==> src/rtl/alu_mul_seq.sv <==
// Sequential shift-add multiplier that borrows the neighbouring alu adder.
// One add (or skip) per RUN cycle; returns the low DW bits of a*b.
module alu_mul_seq #(
    parameter int DW = 32
) (
    input  logic          clk,
    input  logic          rst,
    input  logic          in_valid,
    output logic          in_ready,
    input  logic [DW-1:0] in_a,
    input  logic [DW-1:0] in_b,
    output logic          out_valid,
    input  logic          out_ready,
    output logic [DW-1:0] out_p,
    output logic          busy,
    output logic [DW-1:0] alu_a,
    output logic [DW-1:0] alu_b,
    output logic [1:0]    alu_control,
    input  logic [DW-1:0] alu_y
);

    localparam int CW = (DW > 1) ? $clog2(DW) : 1;

    typedef enum logic [1:0] {
        IDLE,
        RUN,
        DONE
    } state_t;

    state_t          state_q, state_d;
    logic [DW-1:0]   acc_q, acc_d;
    logic [DW-1:0]   mcand_q, mcand_d;
    logic [DW-1:0]   mplier_q, mplier_d;
    logic [CW-1:0]   cnt_q, cnt_d;
    logic [DW-1:0]   mplier_sh;

    assign mplier_sh = mplier_q >> 1;

    // The alu only ever adds: accumulator plus shifted multiplicand.
    assign alu_control = 2'b00;
    assign alu_a       = acc_q;
    assign alu_b       = mcand_q;

    assign in_ready  = (state_q == IDLE) && !rst;
    assign busy      = (state_q == RUN);
    assign out_valid = (state_q == DONE);
    assign out_p     = acc_q;

    // State and datapath registers; reset aborts any operation in flight.
    always_ff @(posedge clk or posedge rst) begin
        if (rst) begin
            state_q  <= IDLE;
            acc_q    <= '0;
            mcand_q  <= '0;
            mplier_q <= '0;
            cnt_q    <= '0;
        end else begin
            state_q  <= state_d;
            acc_q    <= acc_d;
            mcand_q  <= mcand_d;
            mplier_q <= mplier_d;
            cnt_q    <= cnt_d;
        end
    end

    // Next-state logic: load in IDLE, shift-add in RUN, hold in DONE.
    always_comb begin
        state_d  = state_q;
        acc_d    = acc_q;
        mcand_d  = mcand_q;
        mplier_d = mplier_q;
        cnt_d    = cnt_q;
        unique case (state_q)
            IDLE: begin
                if (in_valid) begin
                    acc_d    = '0;
                    mcand_d  = in_a;
                    mplier_d = in_b;
                    cnt_d    = '0;
                    state_d  = RUN;
                end
            end
            RUN: begin
                if (mplier_q[0]) begin
                    acc_d = alu_y;
                end
                mcand_d  = mcand_q << 1;
                mplier_d = mplier_sh;
                cnt_d    = cnt_q + CW'(1);
                // Stop early once no multiplier bits remain.
                if (cnt_q == CW'(DW - 1) || mplier_sh == '0) begin
                    state_d = DONE;
                end
            end
            DONE: begin
                if (out_ready) begin
                    state_d = IDLE;
                end
            end
            default: begin
                state_d = IDLE;
            end
        endcase
    end

endmodule

==> config.mk <==
export PLATFORM = sky130hd
export DESIGN_NAME = alu_mul_seq
export DESIGN_NICKNAME = d
export VERILOG_FILES = /design/src/rtl/alu_mul_seq.sv
export SDC_FILE = /design/constraint.sdc
export NUM_CORES = 1
export LEC_CHECK = 0
export ABC_CLOCK_PERIOD_IN_PS = 8800
export CORE_ASPECT_RATIO = 0.7
export CORE_MARGIN = 2
export CORE_UTILIZATION = 45
export DETAILED_ROUTE_END_ITERATION = 6
export GPL_ROUTABILITY_DRIVEN = 0
export PLACE_DENSITY = 0.84
export SLEW_MARGIN = 0
export SYNTH_ARGS = -nofsm -noshare
export SYNTH_HDL_FRONTEND = slang
export SYNTH_SLANG_ARGS = --single-unit
==> constraint.sdc <==
create_clock -name clk -period 8.8 [get_ports clk]
set_input_delay 1.76 -clock clk [delete_from_list [all_inputs] [get_ports clk]]
set_output_delay 1.76 -clock clk [all_outputs]
set_load 0.05 [all_outputs]
### Word level (Yosys, flattened, before mapping)

Cells that the tools add are included.

| word-level totals | value |
|---|---|
| register bits | 103 |
| bits in latches | 0 |
| RAM bits | 0 |
| memory bits (read-only) | 0 |
| input port bits | 100 |
| output and inout bits | 101 |
| word-level logic and storage cells | 35 |
| memories kept | 0 |

| operators by class | value |
|---|---|
| $add $sub $neg | 1 |
| multipliers | 0 |
| div/mod/pow operators | 0 |
| $lt $le $gt $ge | 0 |
| equality and inequality tests | 7 |
| shifts and indexed selects | 0 |
| multiplexer cells | 13 |
| bitwise operators | 0 |
| reduce and logical (&&, ||, !) cells | 9 |

Operators by type and width:

| operator | count |
|---|---|
| 32-bit case mux with 2 select lines | 3 |
| 32-bit 2-to-1 mux | 4 |
| 32-bit zero test | 1 |
| 5-bit case mux with 2 select lines | 1 |
| 2-bit 2-to-1 mux | 3 |
| 2-bit by 1-bit != test with 1-bit output, second input constant | 3 |
| 2-bit case mux with 3 select lines | 1 |
| 3-bit AND reduction | 2 |
| 5-bit by 1-bit adder with 5-bit output, second input constant | 1 |
| 5-bit == test, second input constant | 1 |
| 5-bit 2-to-1 mux | 1 |
| 2-bit by 1-bit == test with 1-bit output, second input constant | 1 |
| 2-bit == test, second input constant | 1 |
| 2-bit zero test | 1 |
| 2-bit != test, second input constant | 1 |
| 2-bit AND reduction | 1 |
| 2-bit nonzero test | 1 |
| 1-bit logical AND | 1 |
| 1-bit zero test | 1 |
| 1-bit logical OR | 1 |

### Depth between registers and ports, before layout

Gate-level depths: netlist of the first run.

| depth | value |
|---|---|
| depth in word-level cells | 4 |
| mapped depth | 7 |
| gate-level depth less buffers | 4 |

### Worst setup path before layout of the first run

No wires, ideal clock.

| timing | value |
|---|---|
| kind | input to output |
| from | in rst |
| to | out in_ready |
| arrival time | 2805 ps |
| data required time | 7040 ps |
| path slack | 4235 ps |
| stages | 1 |
| path buffers | 0 |
| path through | nor3_1 |

| on the way | value |
|---|---|
| cells in the longest elaborated chain, start to end | 2 |

Ends and longest elaborated chain:

| item | line | RTL |
|---|---|---|
| start, declared | 7 | `input logic rst,` |
| 1-bit zero test (no line) | -- |  |
| 1-bit logical AND | 44 | `assign in_ready = (state_q == IDLE) && !rst;` |
| end, declared | 9 | `output logic in_ready,` |

Every way passes these cells.

### Final worst setup path of the first run

Same ends and word-level chain as after synthesis.

==> summary.md, run 1 <==
| Metric | Value |
|---|---|
| Outcome | complete, no violations |
| Clock tree buffer depth | 2 |
| Post-synth EDFFs | 0 |
| Final core utilization | 0.657 |
| 1st-iter DRT viols | roughly 280 |
| Post-CTS Hold Buffers | 0 |
| Clk pin slew, worst setup/hold paths | roughly 0.060 ns |
| Async SR Flop Fraction | 1.00 |
| Ys Warns | 0 |
| Die Ht | 90.9 µm |
| Tot GR Track Use | 0.226 |
| Avg Cell Area, Syn | between 9 and 10 µm² |
| First-pass GRT wire length | 20900 µm |
| Largest net degree at the start of global routing | 81 |
| Setup bufs post-CTS | 0 |
| Worst Setup Start Kind | input port |
| Cell Area, Synth | between 0.004 and 0.005 mm² |
| Hold Path Class | reg -> reg |
| RSZ-0062 raised after global routing | false |
| Die X | 128 µm |
| Total die area | between 0.01 and 0.015 mm² |
| FMAX | between 200 and 250 MHz |
| Netlist cell types | 30 |
| Sequential share of the synthesized area | 0.531 |
| TritonCTS buffer count | 9 |
| Wire per inst | ~17 µm |
| Max_cap viols | 0 |
| Yosys reg bits | slightly above 100 |
| Commonest cells in the netlist | nand2_1 (126), dfrtp_1 (103), a22oi_1 (52), o21ai_1 (52), buf_4 (43) |
| Worst vdd rail ir drop | between 0.2 and 0.3 mV |
| Hold depth | 2 |
| Vias in the first global route | between 4000 and 5000 |
| Clock latency on the worst-skew pair | about 0.34 ns |
| PD cells | approximately 420 mW/mm² |
| Measured slew at the worst slew-check pin | about 1.2 ns |
| CTS Root Buffer Type | clkbuf_16 |
| Setup violations, final | 0 |
| # rows | 31 |
| Critical Path End Type | output pin |
| Biggest area consumer among synthesized cells | dfrtp_1 |
| Critical Path RT | slightly above 7 ns |
| Post-layout minimum cycle time | 5.00 ns |
| Layout cell share with drive strength beyond 1 | 0.0393 |
| Wirelength, routed | approximately 13000 µm |
| Final nets | between 700 and 800 |
| Setup TNS | 0 ns |
| Pleak | a little under 3 nW |
| Critical Path AT | around 3.2 ns |
| Critical path class | in -> out |
| Via density | between 5 and 6 |
| Vias after detailed routing | about 4300 |
| Final Hold Vio Count | 0 |
| CP Max Fanout | 2 |
| Most frequent cell after synthesis | nand2_1 |
| Post-DRT Antenna Nets | 0 |
| TritonCTS Sinks | between 100 and 150 |
| Share of the synthesized area in the top cell type | 0.531 |
| First drt pass iteration count | 5 |
| Layout Skew | about 0.0029 ns |
| H-Tree Depth | 3 |
| Ant diodes | 0 |
| Ranking of synthesized cells by area | dfrtp_1 (53%), nand2_1 (9.7%), a22oi_1 (8.0%) |
| Core ar. | ~0.010 mm² |
| Cell depth of the worst flop-to-flop path | 5 |
| GR Overflow Total | 0 |
| Area Growth Syn to Fin | 41.2% |
| I/O Pins | ~200 |
| Post-Synthesis Cells | just over 500 |
| Starting Density | 0.465 |
| Antenna violations before repair | 0 |
| Slew Viols, Final | 0 |
| Final period utilization | 0.568 |
| CTS tree | done |
| CTS resizes | 0 |
| Slew headroom | 0.201 |
| Fill cells | approximately 850 |
| Top_reg_cell synth | dfrtp_1 |
| I/O Buffers | between 150 and 200 |
| Post-DP HPWL | just over 9000 µm |
| DRC Markers | 0 |
-- state kept, by name (all words and copies together), names as in the netlist --
register / count
mplier_q: 32
alu_a: 32
state_q: 2
cnt_q: 5
alu_b: 32
-- stage by stage --
stage	power (W)	hold WS (ns)	instance area (µm²)	cells	worst slack, ns
after floorplan	0.00207	0.478	4860	518	4.24
after global routing	0.00303	0.534	6860	793	3.66
after detailed placement	0.00253	0.485	6590	778	3.82
final	0.00288	0.493	6860	793	3.80
after global placement	0.00248	0.472	6590	778	3.83
after CTS	0.00290	0.500	6860	793	3.82
-- cells in the final DEF, fill, tap and decap left out, types with 4 or more instances in the layout --
cell type        netlist  routed
buf_4                 43       5
and3b_1               10      10
nor4_1                 7       7
a21oi_1               12      12
a22oi_1               52      52
o21ai_0               11      11
nor3_1                 4       4
a22o_1                 6       6
nand3_1               33      33
o21ai_1               52      52
nor2b_1                5       4
dfrtp_1              103     101
nand2_1              126     126
clkdlybuf4s50_1        0     198
clkbuf_16              0       9
-- power by group --
part	switching [W]	internal (W)
clock network	0.000168	0.000198
logic	0.00111	0.000560
registers	0.000164	0.000678
total	0.00145	0.00144
-- worst paths after layout --
check	startpoint	end	slack, ns
setup / recovery	rst	in_ready	3.80
hold / removal	alu_a[17]	alu_a[17]	0.49
setup reg to reg	state_q[0]	alu_a[28]	6.28
hold reg to reg	alu_a[17]	alu_a[17]	0.49
max in group asynchronous	rst	state_q[0]	5.75
min in group asynchronous	rst	alu_a[7]	1.82
-- cell families (layout without fill, tap and decap cells) --
logic type                 Yosys count  count (layout)  synth area share
AOI/OAI and AO/OA                  139             139             0.180
buffers and inverters               78             221             0.100
DFF                                103             103             0.531
muxes                                1               1           0.00206
other                                1               2          0.000772
adders and majority gates            2               2           0.00515
and+or+nand+nor                    193             193             0.181
-- final cells by class --
class / instances / area [µm²] / share of cell area
Clock buffer: 12 / 246 / 0.0360
Clock inverter: 3 / 20.0 / 0.00292
Inverter: 3 / 13.8 / 0.00201
Multi-Input combinational cell: 337 / 1810 / 0.264
Sequential cell: 103 / 2580 / 0.376
Tap cell: 132 / 165 / 0.0241
Timing Repair Buffer: 203 / 2020 / 0.295
-- layer usage --
metal  share of wire  global-route usage  wire (µm)  up-vias
met5               0                   0          0        -
met4           0.018              0.0742        232        0
met3           0.052              0.0444        685       20
met2            0.48               0.362       6330      145
met1            0.45               0.309       5870     2046
li1                -                   -          -     2039
-- critical path: stages --
cell and delay, ns:
clkdlybuf4s50_1 0.46, nor3_1 0.17, clkdlybuf4s50_1 0.84
(Power assumes the default switching activity.)
==> inputs of run 2 (changes only) <==
--- a/config.mk
+++ b/config.mk
@@ -5,13 +5,13 @@
 export SDC_FILE = /design/constraint.sdc
 export NUM_CORES = 1
 export LEC_CHECK = 0
-export ABC_CLOCK_PERIOD_IN_PS = 8800
+export ABC_CLOCK_PERIOD_IN_PS = 4600
 export CORE_ASPECT_RATIO = 0.7
 export CORE_MARGIN = 2
-export CORE_UTILIZATION = 45
+export CORE_UTILIZATION = 43
 export DETAILED_ROUTE_END_ITERATION = 6
 export GPL_ROUTABILITY_DRIVEN = 0
-export PLACE_DENSITY = 0.84
+export PLACE_DENSITY = 0.8
 export SLEW_MARGIN = 0
 export SYNTH_ARGS = -nofsm -noshare
 export SYNTH_HDL_FRONTEND = slang
==> constraint.sdc (replaced) <==
create_clock -name clk -period 4.6 [get_ports clk]
set_input_delay 0.92 -clock clk [delete_from_list [all_inputs] [get_ports clk]]
set_output_delay 0.92 -clock clk [all_outputs]
set_load 0.05 [all_outputs]
==> summary.md, run 2 (synthesized netlist as in run 1, its figures left out) <==
| Metric | Value |
|---|---|
| Outcome | complete, no violations |
| H-Tree Depth | 3 (unchanged) |
| Tot Pwr | 0.00550 W (+91%) |
| RSZ-0062 raised after global routing | false |
| CP top delay family | buffers and inverters |
| I/O Buffers | 198 (unchanged) |
| Ant diodes | 0 (unchanged) |
| Clock tree buffer depth | 2 (unchanged) |
| Hold Path Class | reg -> reg |
| Die X | 131 µm (+2.2%) |
| CTS tree | done |
| Layout cell share with drive strength beyond 1 | 0.0450 (+0.00571) |
| Pleak | 2.99 nW (+0.73%) |
| Critical Path RT | 3.68 ns (-3.36 ns) |
| CTS Root Buffer Type | clkbuf_16 |
| Crit path max-delay cell type | clkdlybuf4s50_1 |
| DRC Markers | 0 (unchanged) |
| CP max stage delay | 0.84 ns (about the same) |
| Setup violations, final | 0 (unchanged) |
| Critical Path End Type | output pin |
| GR Overflow Total | 0 (unchanged) |
| CP Max Fanout | 2 (unchanged) |
| TritonCTS Sinks | 103 (unchanged) |
| Setup TNS | 0 ns (unchanged) |
| Slew Viols, Final | 0 (unchanged) |
| Final Hold Vio Count | 0 (unchanged) |
| Vias in the first global route | 4101 (+0.81%) |
| Total die area | 0.0122 mm² (+4.5%) |
| Via density | 5.19 (-3.2%) |
| Worst Setup Start Kind | input port |
| # rows | 32 (+3.2%) |
| Area Growth Syn to Fin | 42.2% |
| Crit path top cell by count | clkdlybuf4s50_1 |
| Tot GR Track Use | 0.218 (-0.00791) |
| I/O Pins | 201 (unchanged) |
| Critical Path AT | 2.41 ns (-0.83 ns) |
| First drt pass iteration count | 4 (-1) |
| Vias after detailed routing | 4249 (-0.024%) |
| Antenna violations before repair | 0 (unchanged) |
| Post-DP HPWL | 9340 µm (+3.1%) |
| Largest net degree at the start of global routing | 81 (unchanged) |
| Post-DRT Antenna Nets | 0 (unchanged) |
| Buffers & Inverters on Critical Path | 2 (unchanged) |
| Post-layout minimum cycle time | between 3 and 4 ns |
| 1st-iter DRT viols | 260 (-8.5%) |
| CP cell instances | clkdlybuf4s50_1 -> nor3_1 -> clkdlybuf4s50_1 |
| Commonest non-fill, non-tap cell in the layout | clkdlybuf4s50_1 |
| Core ar. | 0.0110 mm² (+5.5%) |
| Die Ht | 92.9 µm (+2.2%) |
| TritonCTS buffer count | 9 (unchanged) |
| Setup bufs post-CTS | 0 (unchanged) |
| Clk pin slew, worst setup/hold paths | 0.06 ns (about the same) |
| Wirelength, routed | 13200 µm (+0.92%) |
| FMAX | around 300 MHz |
| Final period utilization | 0.723 |
| Worst vdd rail ir drop | 0.378 mV (+48%) |
| Final hold slack | 0.492 ns (-0.00110 ns) |
| Max_cap viols | 0 (unchanged) |
| First-pass GRT wire length | 20800 µm (-0.33%) |
| CTS resizes | 0 (unchanged) |
| Starting Density | 0.441 (-0.0244) |
| Layout Skew | 0.00487 ns (+0.00198 ns) |
| Post-CTS Hold Buffers | 0 (unchanged) |
| Commonest non-fill, non-tap cells in the layout | clkdlybuf4s50_1 (198), nand2_1 (126), dfrtp_1 (101) |
| Slew headroom | 0.328 (+0.126) |
| Fill cells | 922 (+8.9%) |
| PD cells | 797 mW/mm² (+89%) |
| Clock latency on the worst-skew pair | 0.34 ns (about the same) |
| Measured slew at the worst slew-check pin | 1.01 ns (-0.188 ns) |
| Critical path class | in -> out |
| Wire per inst | 16.2 µm (-2.3%) |
| Final nets | 763 (+0.53%) |
## run 2: path summary, 6_finish.rpt
| kind | endpoint | cells past startpoint | slack [ns] | startpoint |
|---|---|---|---|---|
| setup reg to reg | alu_a[29] | 5 | 2.07 | state_q[0] |
| hold / removal | alu_a[22] | 2 | 0.49 | alu_a[22] |
| hold reg to reg | alu_a[22] | 2 | 0.49 | alu_a[22] |
| min in group asynchronous | alu_a[29] | 2 | 1.08 | rst |
| max in group asynchronous | alu_b[16] | 3 | 2.67 | rst |
| setup / recovery | in_ready | 3 | 1.27 | rst |
## run 2: per-layer routing
| layer | track usage | part of all wire | up-vias |
|---|---|---|---|
| met1 | 0.289 | 0.42 | 2063 |
| met3 | 0.0462 | 0.059 | 9 |
| met2 | 0.362 | 0.51 | 132 |
| li1 | - | - | 2045 |
| met4 | 0.0585 | 0.0077 | 0 |
| met5 | 0 | 0 | - |
## run 2: power breakdown
| part | switching, W | leakage (nW) | total (W) | internal, W |
|---|---|---|---|---|
| Clock | 0.000315 | 0.126 | 0.000679 | 0.000365 |
| Combinational | 0.00213 | 1.54 | 0.00321 | 0.00108 |
| Sequential | 0.000316 | 1.32 | 0.00161 | 0.00130 |
## run 2: area by class of cell
type                       count  area (µm²)  share of cell area
clock buffer                  12         236              0.0343
clock inverter                 4        22.5             0.00326
inverter                       3        13.8             0.00199
multi-input combinational    337        1810               0.262
sequential                   103        2580               0.374
tap                          153         191              0.0277
timing repair buffer         207        2050               0.297
## run 2: worst reg2reg max path: cells and delay by family (launching register included)
kind,cells,cell delay [ns]
AND/OR/NAND/NOR,3,0.63
buffers and inverters,1,0.65
AO/OA/AOI/OAI,1,0.81
flip-flops,1,0.38
## run 2: stage by stage
step	util	instance area, µm²	instances	setup WS (ns)
floorplan	-	4860	518	0.976
global placement	0.604	6650	803	1.30
detailed placement	0.604	6650	803	1.28
CTS	0.627	6900	819	1.24
global route	0.627	6900	819	1.17
finish	0.627	6900	819	1.27
